==> src/rtl/display_scan_ctrl.sv <==
// Multiplexed 7-segment display controller for a vending machine front panel.
// Chooses a numeric value or a text message from the vending state, converts
// numbers to BCD with a one-shift-per-clock double-dabble, scans the digits
// and blinks the whole display while in the ERROR state.
module display_scan_ctrl #(
  parameter int NUM_DIGITS   = 4,
  parameter int VALUE_W      = 8,
  parameter int SCAN_DIV     = 1000,
  parameter int BLINK_FRAMES = 64,
  parameter int LZ_BLANK     = 1
) (
  input  logic                  clk,
  input  logic                  rst_n,
  input  logic [VALUE_W-1:0]    credit,
  input  logic [VALUE_W-1:0]    price,
  input  logic [VALUE_W-1:0]    change_due,
  input  logic [2:0]            state,
  output logic [NUM_DIGITS-1:0] an,
  output logic [6:0]            seg,
  output logic                  busy
);

  localparam int BCD_W   = 4 * NUM_DIGITS;
  localparam int CNT_W   = $clog2(VALUE_W + 1);
  localparam int DIV_W   = $clog2(SCAN_DIV);
  localparam int IDX_W   = (NUM_DIGITS > 1) ? $clog2(NUM_DIGITS) : 1;
  localparam int FRAME_W = (BLINK_FRAMES > 1) ? $clog2(BLINK_FRAMES) : 1;

  localparam logic [2:0] VS_IDLE  = 3'd0;
  localparam logic [2:0] VS_ERROR = 3'd5;
  localparam logic [2:0] VS_DONE  = 3'd6;

  // Nibble value that the digit register uses to mean "blank digit".
  localparam logic [3:0] BLANK_NIB = 4'hF;

  localparam logic [6:0] SEG_E     = 7'h06;
  localparam logic [6:0] SEG_R     = 7'h2F;
  localparam logic [6:0] SEG_D     = 7'h21;
  localparam logic [6:0] SEG_O     = 7'h23;
  localparam logic [6:0] SEG_N     = 7'h2B;
  localparam logic [6:0] SEG_BLANK = 7'h7F;

  typedef enum logic {CONV_IDLE, CONV_SHIFT} conv_state_e;

  // Decimal digit to active-low segment pattern; anything else shows blank.
  function automatic logic [6:0] digit_seg(input logic [3:0] d);
    logic [6:0] s;
    case (d)
      4'd0:    s = 7'h40;
      4'd1:    s = 7'h79;
      4'd2:    s = 7'h24;
      4'd3:    s = 7'h30;
      4'd4:    s = 7'h19;
      4'd5:    s = 7'h12;
      4'd6:    s = 7'h02;
      4'd7:    s = 7'h78;
      4'd8:    s = 7'h00;
      4'd9:    s = 7'h10;
      default: s = SEG_BLANK;
    endcase
    return s;
  endfunction

  // Text character at position pos counted from the most significant digit;
  // positions past the end of the message are blank, so narrow displays truncate.
  function automatic logic [6:0] text_seg(input logic is_done, input int pos);
    logic [6:0] s;
    s = SEG_BLANK;
    if (is_done) begin
      case (pos)
        0:       s = SEG_D;
        1:       s = SEG_O;
        2:       s = SEG_N;
        3:       s = SEG_E;
        default: s = SEG_BLANK;
      endcase
    end else begin
      case (pos)
        0:       s = SEG_E;
        1, 2:    s = SEG_R;
        default: s = SEG_BLANK;
      endcase
    end
    return s;
  endfunction

  conv_state_e              conv_q, conv_d;
  logic [VALUE_W-1:0]       bin_q, bin_d;
  logic [BCD_W-1:0]         bcd_q, bcd_d;
  logic [CNT_W-1:0]         cnt_q, cnt_d;
  logic [VALUE_W-1:0]       snap_q, snap_d;
  logic                     snap_vld_q, snap_vld_d;
  logic [BCD_W-1:0]         digits_q, digits_d;
  logic [BCD_W-1:0]         bcd_adj, bcd_shift, digits_fmt;
  logic                     seen_nz;
  logic [VALUE_W-1:0]       sel_val;
  logic                     text_mode, text_done;
  logic [DIV_W-1:0]         div_q;
  logic [IDX_W-1:0]         idx_q;
  logic [FRAME_W-1:0]       frame_q;
  logic                     blink_q;
  logic [NUM_DIGITS-1:0]    an_q, an_d;
  logic [6:0]               seg_q, seg_d;

  // Pick what the panel should show for the current vending state.
  always_comb begin
    // NOTE: every always_comb output gets a default first so no path infers a latch.
    sel_val   = credit;
    text_mode = 1'b0;
    text_done = 1'b0;
    case (state)
      VS_IDLE:  sel_val = credit;
      VS_ERROR: text_mode = 1'b1;
      VS_DONE: begin
        if (change_due != '0) begin
          sel_val = change_due;
        end else begin
          text_mode = 1'b1;
          text_done = 1'b1;
        end
      end
      default:  sel_val = (price != '0) ? price : credit;
    endcase
  end

  // One double-dabble step: add 3 to every BCD digit >= 5, then shift in the next bit.
  always_comb begin
    bcd_adj = bcd_q;
    for (int i = 0; i < NUM_DIGITS; i++) begin
      if (bcd_q[4*i +: 4] >= 4'd5) bcd_adj[4*i +: 4] = bcd_q[4*i +: 4] + 4'd3;
    end
    bcd_shift = {bcd_adj[BCD_W-2:0], bin_q[VALUE_W-1]};
  end

  // Leading-zero blanking of the finished result, scanning from the top digit down.
  always_comb begin
    seen_nz    = 1'b0;
    digits_fmt = bcd_shift;
    for (int i = NUM_DIGITS - 1; i >= 0; i--) begin
      if (bcd_shift[4*i +: 4] != 4'd0) begin
        seen_nz = 1'b1;
      end else if ((LZ_BLANK != 0) && !seen_nz && (i != 0)) begin
        digits_fmt[4*i +: 4] = BLANK_NIB;
      end
    end
  end

  // Converter next state: load on a new value, shift VALUE_W times, then publish.
  always_comb begin
    conv_d     = conv_q;
    bin_d      = bin_q;
    bcd_d      = bcd_q;
    cnt_d      = cnt_q;
    snap_d     = snap_q;
    snap_vld_d = snap_vld_q;
    digits_d   = digits_q;
    case (conv_q)
      CONV_IDLE: begin
        if (!text_mode && (!snap_vld_q || (sel_val != snap_q))) begin
          conv_d = CONV_SHIFT;
          bin_d  = sel_val;
          bcd_d  = '0;
          cnt_d  = '0;
          snap_d = sel_val;
        end
      end
      CONV_SHIFT: begin
        bcd_d = bcd_shift;
        bin_d = bin_q << 1;
        cnt_d = cnt_q + 1'b1;
        if (cnt_q == CNT_W'(VALUE_W - 1)) begin
          conv_d     = CONV_IDLE;
          digits_d   = digits_fmt;
          snap_vld_d = 1'b1;
        end
      end
      default: conv_d = CONV_IDLE;
    endcase
  end

  // Converter state register; reset aborts any conversion in flight.
  always_ff @(posedge clk or negedge rst_n) begin
    if (!rst_n) begin
      // NOTE: sequential state uses non-blocking assignments so all registers update together.
      conv_q     <= CONV_IDLE;
      bin_q      <= '0;
      bcd_q      <= '0;
      cnt_q      <= '0;
      snap_q     <= '0;
      snap_vld_q <= 1'b0;
      // NOTE: the digit register is a handful of flops, so it is reset to blank rather than left undefined.
      digits_q   <= {NUM_DIGITS{BLANK_NIB}};
    end else begin
      conv_q     <= conv_d;
      bin_q      <= bin_d;
      bcd_q      <= bcd_d;
      cnt_q      <= cnt_d;
      snap_q     <= snap_d;
      snap_vld_q <= snap_vld_d;
      digits_q   <= digits_d;
    end
  end

  // Free-running scan divider, digit index, frame counter and blink phase.
  always_ff @(posedge clk or negedge rst_n) begin
    if (!rst_n) begin
      div_q   <= '0;
      idx_q   <= '0;
      frame_q <= '0;
      blink_q <= 1'b0;
    end else if (div_q == DIV_W'(SCAN_DIV - 1)) begin
      div_q <= '0;
      if (idx_q == IDX_W'(NUM_DIGITS - 1)) begin
        idx_q <= '0;
        if (frame_q == FRAME_W'(BLINK_FRAMES - 1)) begin
          frame_q <= '0;
          blink_q <= ~blink_q;
        end else begin
          frame_q <= frame_q + 1'b1;
        end
      end else begin
        idx_q <= idx_q + 1'b1;
      end
    end else begin
      div_q <= div_q + 1'b1;
    end
  end

  // Digit enable and segment pattern for the digit currently being scanned.
  always_comb begin
    an_d = ~(NUM_DIGITS'(1) << idx_q);
    if ((state == VS_ERROR) && blink_q) an_d = '1;
    if (text_mode) seg_d = text_seg(text_done, NUM_DIGITS - 1 - int'(idx_q));
    else           seg_d = digit_seg(digits_q[4*int'(idx_q) +: 4]);
  end

  // Registered display outputs.
  always_ff @(posedge clk or negedge rst_n) begin
    if (!rst_n) begin
      an_q  <= '1;
      seg_q <= SEG_BLANK;
    end else begin
      an_q  <= an_d;
      seg_q <= seg_d;
    end
  end

  assign an   = an_q;
  assign seg  = seg_q;
  assign busy = (conv_q == CONV_SHIFT);

endmodule

==> config.mk <==
export PLATFORM = sky130hd
export DESIGN_NAME = display_scan_ctrl
export DESIGN_NICKNAME = d
export VERILOG_FILES = /design/src/rtl/display_scan_ctrl.sv
export SDC_FILE = /design/constraint.sdc
export NUM_CORES = 1
export LEC_CHECK = 0
export CAP_MARGIN = 40
export CORE_ASPECT_RATIO = 1.75
export CORE_MARGIN = 3
export CORE_UTILIZATION = 60
export DETAILED_ROUTE_END_ITERATION = 6
export GPL_TIMING_DRIVEN = 0
export PLACE_DENSITY = 0.91
export RECOVER_POWER = 50
export SLEW_MARGIN = 25
export SYNTH_ARGS = -nofsm -noshare
export SYNTH_HDL_FRONTEND = slang
export SYNTH_SLANG_ARGS = --single-unit
export TNS_END_PERCENT = 1
==> constraint.sdc <==
create_clock -name clk -period 5.06 [get_ports clk]
set_input_delay 0.759 -clock clk [delete_from_list [all_inputs] [get_ports clk]]
set_output_delay 0.759 -clock clk [all_outputs]
set_load 0.005 [all_outputs]
==> impl_metrics.tcl, run 1 <==
set metrics [dict create \
    worstPathRequired_ns 5.34 \
    arrival_ns 3.78 \
    vias 4246 \
    synth_cell_types 67 \
    htreeDepth 3 \
    setup_viol 0 \
    avgSynthCellArea_sq_um 9.76 \
    postPlaceCellArea_sq_um 5550 \
    r2r_start "bcd_q[12]" \
    synthArstFlopShare 1.00 \
    final_nets 617 \
    grt_use_total 0.269 \
    worst_pin_slew_ns 1.91 \
    layout_setup_ws_ns 1.56 \
    slowest_stage "clkdlybuf4s50_1" \
    report.final.slew_viol_count 34 \
    ys_ff_latch 84 \
    post-cts-setup-buffers 0 \
    dieArea_sq_um 9530 \
    cts_resized 0 \
    switchingPower_mw 1.08 \
    numCtsBuffers 9 \
    p_int_mw 1.99 \
    dp_hpwl_um 8800 \
    hold_class "flip-flop to flip-flop" \
    root_buffer "clkbuf_16" \
    min_path_cells 2 \
    cpMostUsedCell "buf_2" \
    start_kind "primary input" \
    initialDrtViolationCount 213 \
    rsz0062_at_grt "false" \
    syn_inst 514 \
    ys_dominant_reg_cell "dfrtp_1" \
    worstSkewPairLatency_ns 0.35 \
    rows 43 \
    r2r_end "digits_q[5]" \
    p_per_area_nw_per_um2 522 \
    slew_headroom -0.276 \
    p_leak_nw 2.57 \
    clk_pin_slew_ns 0.06 \
    fp.dieH_um 127 \
    critical-path-max-stage-delay_ns 0.50 \
    drtPass1Iterations 6 \
    worstPathMaxFanout 10 \
    core-area_sq_um 8020 \
    pin_count 41 \
    period_minus_slack_ns 3.50 \
    antenna_found_initial 0 \
    max_freq_ghz 0.286 \
    hold_slack_ns 0.455 \
    viasPerCell 6.42 \
    wl_per_cell_um 18.0 \
    grt_first_pass_wirelength_um 19900 \
    seq_power_share 0.372 \
    rr_worst_depth 10 \
    fin_crit_sh 0.691 \
    clock-sinks 84 \
    hold_viol 0 \
    start_util 0.626 \
    path_class "primary input to flip-flop" \
    fillers 538 \
    crit_chain "clkdlybuf4s50_1 -> buf_2 -> nor3_1 -> a21oi_1 -> a22oi_1 -> mux2i_1 -> o2111ai_2 -> nor4_4 -> o21a_1 -> buf_2 -> a22o_1" \
    synth_warnings 0 \
    violations "capacitance limit, slew limit" \
    numPortBuffers 40 \
    place_ws_ns 1.26 \
    maxCapViolations 1 \
    synth-edff-count 0 \
    ir_worst_vdd_mv 0.332 \
    critPathLaunch "state[1]" \
    finalSetupTns_ns 0 \
    synth_fp_nets 565 \
    synth_area_sq_um 5010 \
    design_area_sq_um 5900 \
    dp_cells 645 \
    hold_end "digits_q[14]" \
    antenna_cells 0 \
    drive_above_1_share 0.135 \
    worstHoldStart "digits_q[14]" \
    grt_pass1_vias 4429 \
    combPwrFrac 0.382 \
    final_cells 661 \
    ys_seq_area_frac 0.426 \
    totalWireLength_um 11900 \
    p_sw_frac 0.352 \
    ctsHoldBuffers 0 \
    clockBufferDepth 2 \
    setup.worst_path.end_class "flip-flop" \
    gp_congestion 0.905 \
    grt_max_degree 52 \
    synthToLayoutAreaGrowth_pct 17.6 \
    status "complete, but fails checks" \
    p_clk_frac 0.246 \
    worst-path-buf-inv 3 \
    cp_top_family "compound AO/OA/AOI/OAI gates" \
    drtAntennaViolNets 0 \
    grt-ovfl-total 0 \
    route.detailed.drc 0 \
    die_w_um 75.1 \
    cts_tree "done" \
    fin_skew_ns 0.00796 \
    r2r_slack_ns 2.27 \
]
## cell families after synthesis
family                     count (synthesis)  share of synthesized area
AOI/OAI and AO/OA                        139                      0.190
xor gates and xnor gates                  23                     0.0402
adders and majority gates                 22                     0.0549
buffers and inverters                     41                     0.0389
DFF                                       84                      0.426
muxes                                     20                     0.0489
and+or+nand+nor                          185                      0.201
## stage by stage
| step | power, mW | utilization |
|---|---|---|
| detailed placement | 2.31 | 0.693 |
| CTS | 3.09 | 0.736 |
| global placement | 2.22 | 0.690 |
| floorplan | 1.95 | - |
| finish | 3.08 | 0.735 |
| global route | 3.30 | 0.735 |
## layer usage
metal / global-route usage / part of all wire
met5: 0 / 0
met4: 0.160 / 0.042
met3: 0.0452 / 0.041
met2: 0.480 / 0.55
met1: 0.281 / 0.37
## worst reg2reg max path, cell delays in order (launching register included)
cell	delay, ns
dfrtp_1	0.42
inv_1	0.08
ha_1	0.23
nand2b_1	0.08
a21oi_1	0.26
xnor2_1	0.17
nor3b_1	0.27
nor2b_1	0.26
nor4b_2	0.44
a41oi_1	0.29
a21oi_1	0.23
## sequential cells by signal, indices dropped and copies added (netlist names), 2 cells and up
register,count
an,4
bcd_q,16
bin_q,8
cnt_q,4
digits_q,16
div_q,10
frame_q,6
idx_q,2
seg,7
snap_q,8
## Yosys cell counts (11+ instances only)
master	number	area (sq um)
a21oi_1	34	170
inv_1	21	78.8
a22o_1	11	96.3
xor2_1	11	96.3
nand2_1	62	233
dfrtp_1	57	1430
xnor2_1	12	105
nand3_1	14	70.1
dfstp_2	27	709
o21ai_0	32	160
mux2i_1	11	110
ha_1	22	275
nor2_1	36	135
## power groups by stage
| stage | sequential (mW) | clock (mW) | combinational (mW) |
|---|---|---|---|
| finish | 1.14 | 0.759 | 1.18 |
| CTS | 1.14 | 0.766 | 1.18 |
| global placement | 1.13 | 0 | 1.09 |
| floorplan | 1.10 | 0 | 0.854 |
| global route | 1.17 | 0.799 | 1.33 |
| detailed placement | 1.15 | 0 | 1.16 |
## worst max-delay path by stage
stage / endpoint / cells past startpoint
after floorplan: bin_q[7] / 11
after global placement: snap_q[0] / 1
after detailed placement: cnt_q[0] / 11
after CTS: cnt_q[0] / 11
after global routing: cnt_q[0] / 11
final: cnt_q[3] / 11
## cell usage in the layout, fill, tap and decap left out, types with 4 or more instances in the layout
master           Yosys  routed
a211o_1              5       5
a21o_1               8       8
a21oi_1             34      34
a22o_1              11      11
a22oi_1              5       5
and2_1               5       5
and3_1               9       9
buf_2                6       6
buf_6                4       4
clkbuf_1             9      10
clkbuf_16            0       9
clkdlybuf4s50_1      0      39
dfrtp_1             57      57
dfstp_2             27      27
ha_1                22      22
inv_1               21      21
mux2_2               6       5
mux2i_1             11      11
nand2_1             62      62
nand2b_1             9       9
nand3_1             14      14
nand4b_1             4       4
nor2_1              36      36
nor2b_1              7       7
nor3_1               4       4
nor3b_1              9       9
o21ai_0             32      32
o2bb2ai_1            6       6
xnor2_1             12      12
xor2_1              11      11
## cell type report
class,instances,area (sq um),share of cell area
sequential,84,2140,0.362
multi-input combinational,389,2680,0.455
clock inverter,7,121,0.0206
buffer,20,116,0.0197
tap,90,113,0.0191
timing repair buffer,41,422,0.0715
clock buffer,9,225,0.0382
inverter,21,78.8,0.0134
(Power assumes the default switching activity.)
==> inputs of run 2 (changes only) <==
--- a/config.mk
+++ b/config.mk
@@ -8,10 +8,10 @@
 export CAP_MARGIN = 40
 export CORE_ASPECT_RATIO = 1.75
 export CORE_MARGIN = 3
-export CORE_UTILIZATION = 60
+export CORE_UTILIZATION = 53
 export DETAILED_ROUTE_END_ITERATION = 6
 export GPL_TIMING_DRIVEN = 0
-export PLACE_DENSITY = 0.91
+export PLACE_DENSITY = 0.86
 export RECOVER_POWER = 50
 export SLEW_MARGIN = 25
 export SYNTH_ARGS = -nofsm -noshare
==> constraint.sdc (replaced) <==
create_clock -name clk -period 2.95 [get_ports clk]
set_input_delay 0.4425 -clock clk [delete_from_list [all_inputs] [get_ports clk]]
set_output_delay 0.4425 -clock clk [all_outputs]
set_load 0.005 [all_outputs]
==> run 2 against run 1 <==
  * The run now ends clean
  * Clock power is 63% higher
  * Critical path depth rose by 1
  * Final cell count increased by 5.1%
  * Critical path type unchanged
==> impl_metrics.tcl, run 2 (synthesized netlist as in run 1, its figures left out) <==
set metrics [dict create \
    status "complete, no violations" \
    p_sw_frac 0.359 \
    multi_input_area_sq_um 2760 \
    grt-ovfl-total 0 \
    maxCapViolations 0 \
    grt_max_degree 60 \
    final_cell_mix "62 x nand2_1, 57 x dfrtp_1, 38 x clkdlybuf4s50_1, 35 x nor2_1, 33 x a21oi_1" \
    route.detailed.drc 0 \
    arrival_ns 3.15 \
    hold_slack_ns 0.406 \
    finalSetupTns_ns 0 \
    p_total_mw 5.24 \
    combPwrFrac 0.392 \
    hold_class "primary input to async pin" \
    slew_headroom 0.0611 \
    grt_use_total 0.224 \
    seqCellArea_sq_um 2140 \
    largestRegisters "bcd_q: 16 flops, digits_q: 16 flops, div_q: 10 flops" \
    hold_viol 0 \
    setup_viol 0 \
    viasPerCell 6.00 \
    final_util 0.657 \
    period_minus_slack_ns 2.92 \
    antenna_found_initial 0 \
    drtPass1Iterations 5 \
    path_class "primary input to flip-flop" \
    clk_pin_slew_ns 0.07 \
    antenna_cells 0 \
    grt_pass1_vias 4067 \
    numCtsBuffers 9 \
    fin_skew_ns 0.00720 \
    rsz0062_at_grt "true" \
    gp_congestion 0.898 \
    p_per_area_nw_per_um2 871 \
    cts_tree "done" \
    totalWireLength_um 11700 \
    pin_count 41 \
    worstPathMaxFanout 10 \
    ir_worst_vdd_mv 0.538 \
    final_nets 621 \
    p_int_mw 3.36 \
    drtAntennaViolNets 0 \
    p_leak_nw 2.60 \
    fp.dieH_um 135 \
    initialDrtViolationCount 237 \
    worstSkewPairLatency_ns 0.34 \
    fin_crit_sh 0.989 \
    max_freq_ghz 0.343 \
    dp_hpwl_um 8590 \
    clock-sinks 84 \
    vias 4167 \
    worstPathRequired_ns 3.18 \
    htreeDepth 3 \
    root_buffer "clkbuf_16" \
    numPortBuffers 40 \
    switchingPower_mw 1.88 \
    core-area_sq_um 9150 \
    worst_pin_slew_ns 1.41 \
    fillers 676 \
    start_kind "primary input" \
    grt_first_pass_wirelength_um 18900 \
    final_common_cell "nand2_1" \
    report.final.slew_viol_count 0 \
    start_util 0.548 \
    wl_per_cell_um 16.8 \
    rr_worst_depth 10 \
    seq_power_share 0.372 \
    die_w_um 79.5 \
    clockBufferDepth 2 \
    synthToLayoutAreaGrowth_pct 19.9 \
    drive_above_1_share 0.160 \
    dieArea_sq_um 10700 \
    rows 46 \
    setup.worst_path.end_class "flip-flop" \
    p_clk_frac 0.236 \
]
[run 2: cell types whose count changed in the layout (fill, tap and decap cells not counted), moves of 2 or more]
| cell | previous run | this run |
|---|---|---|
| a22oi_2 | 0 | 3 |
| a22oi_1 | 5 | 2 |
| clkinv_4 | 0 | 2 |
| buf_4 | 1 | 5 |
| buf_2 | 6 | 3 |
| nor4_4 | 3 | 5 |
| clkbuf_4 | 0 | 3 |
[run 2: path summary, 6_finish.rpt]
check / start / endpoint / slack [ns]
hold / removal: rst_n / bcd_q[13] / 0.41
setup / recovery: change_due[1] / bcd_q[3] / 0.03
max in group asynchronous: rst_n / frame_q[2] / 0.49
min in group clk: digits_q[10] / digits_q[10] / 0.46
setup reg to reg: bcd_q[12] / digits_q[5] / 0.19
hold reg to reg: digits_q[10] / digits_q[10] / 0.46
[run 2: what timing repair did]
action	in CTS	in global routing
setup endpoints to repair	30	36
buffers inserted	3	1
hold buffers	0	0
gates cloned	0	0
resized for setup	5	12
pin swaps	1	6
[run 2: worst max-delay path, stage by stage]
cell and delay (ns):
clkdlybuf4s50_1 0.47, nor4_4 0.46, and3_1 0.21, buf_2 0.17, o2bb2ai_1 0.18, o2111ai_2 0.17
o2111ai_2 0.13, nor4_4 0.06, buf_4 0.17, o21a_1 0.18, clkbuf_4 0.20, a211o_1 0.30
[run 2: cell type report]
| cell class | count | share of cell area |
|---|---|---|
| Buffer | 20 | 0.0206 |
| Sequential cell | 84 | 0.355 |
| Inverter | 21 | 0.0131 |
| Multi-Input combinational cell | 389 | 0.459 |
| Clock buffer | 9 | 0.0374 |
| Timing Repair Buffer | 45 | 0.0718 |
| Clock inverter | 7 | 0.0177 |
| Tap cell | 120 | 0.0250 |
[run 2: power by group through the flow]
stage	Combinational [mW]	Sequential, mW	Clock [mW]
after global placement	1.88	1.93	0
after detailed placement	1.98	1.96	0
after CTS	2.02	1.95	1.25
after floorplan	1.47	1.89	0
after global routing	2.29	2.00	1.30
final	2.05	1.95	1.24
[run 2: per-layer routing]
layer	GRT usage	share of wire	vias up
met5	0	0	-
met4	0.109	0.028	0
met3	0.0320	0.034	29
met2	0.420	0.56	106
met1	0.238	0.38	2058
li1	-	-	1974
[run 2: metrics by stage]
step | setup WS [ns] | instances | instance area, sq um
after floorplan | 0.400 | 514 | 5010
after CTS | -0.0234 | 694 | 5970
after global routing | -0.0760 | 695 | 6010
after detailed placement | -0.517 | 675 | 5590
final | 0.0318 | 695 | 6010
after global placement | -1.32 | 674 | 5570
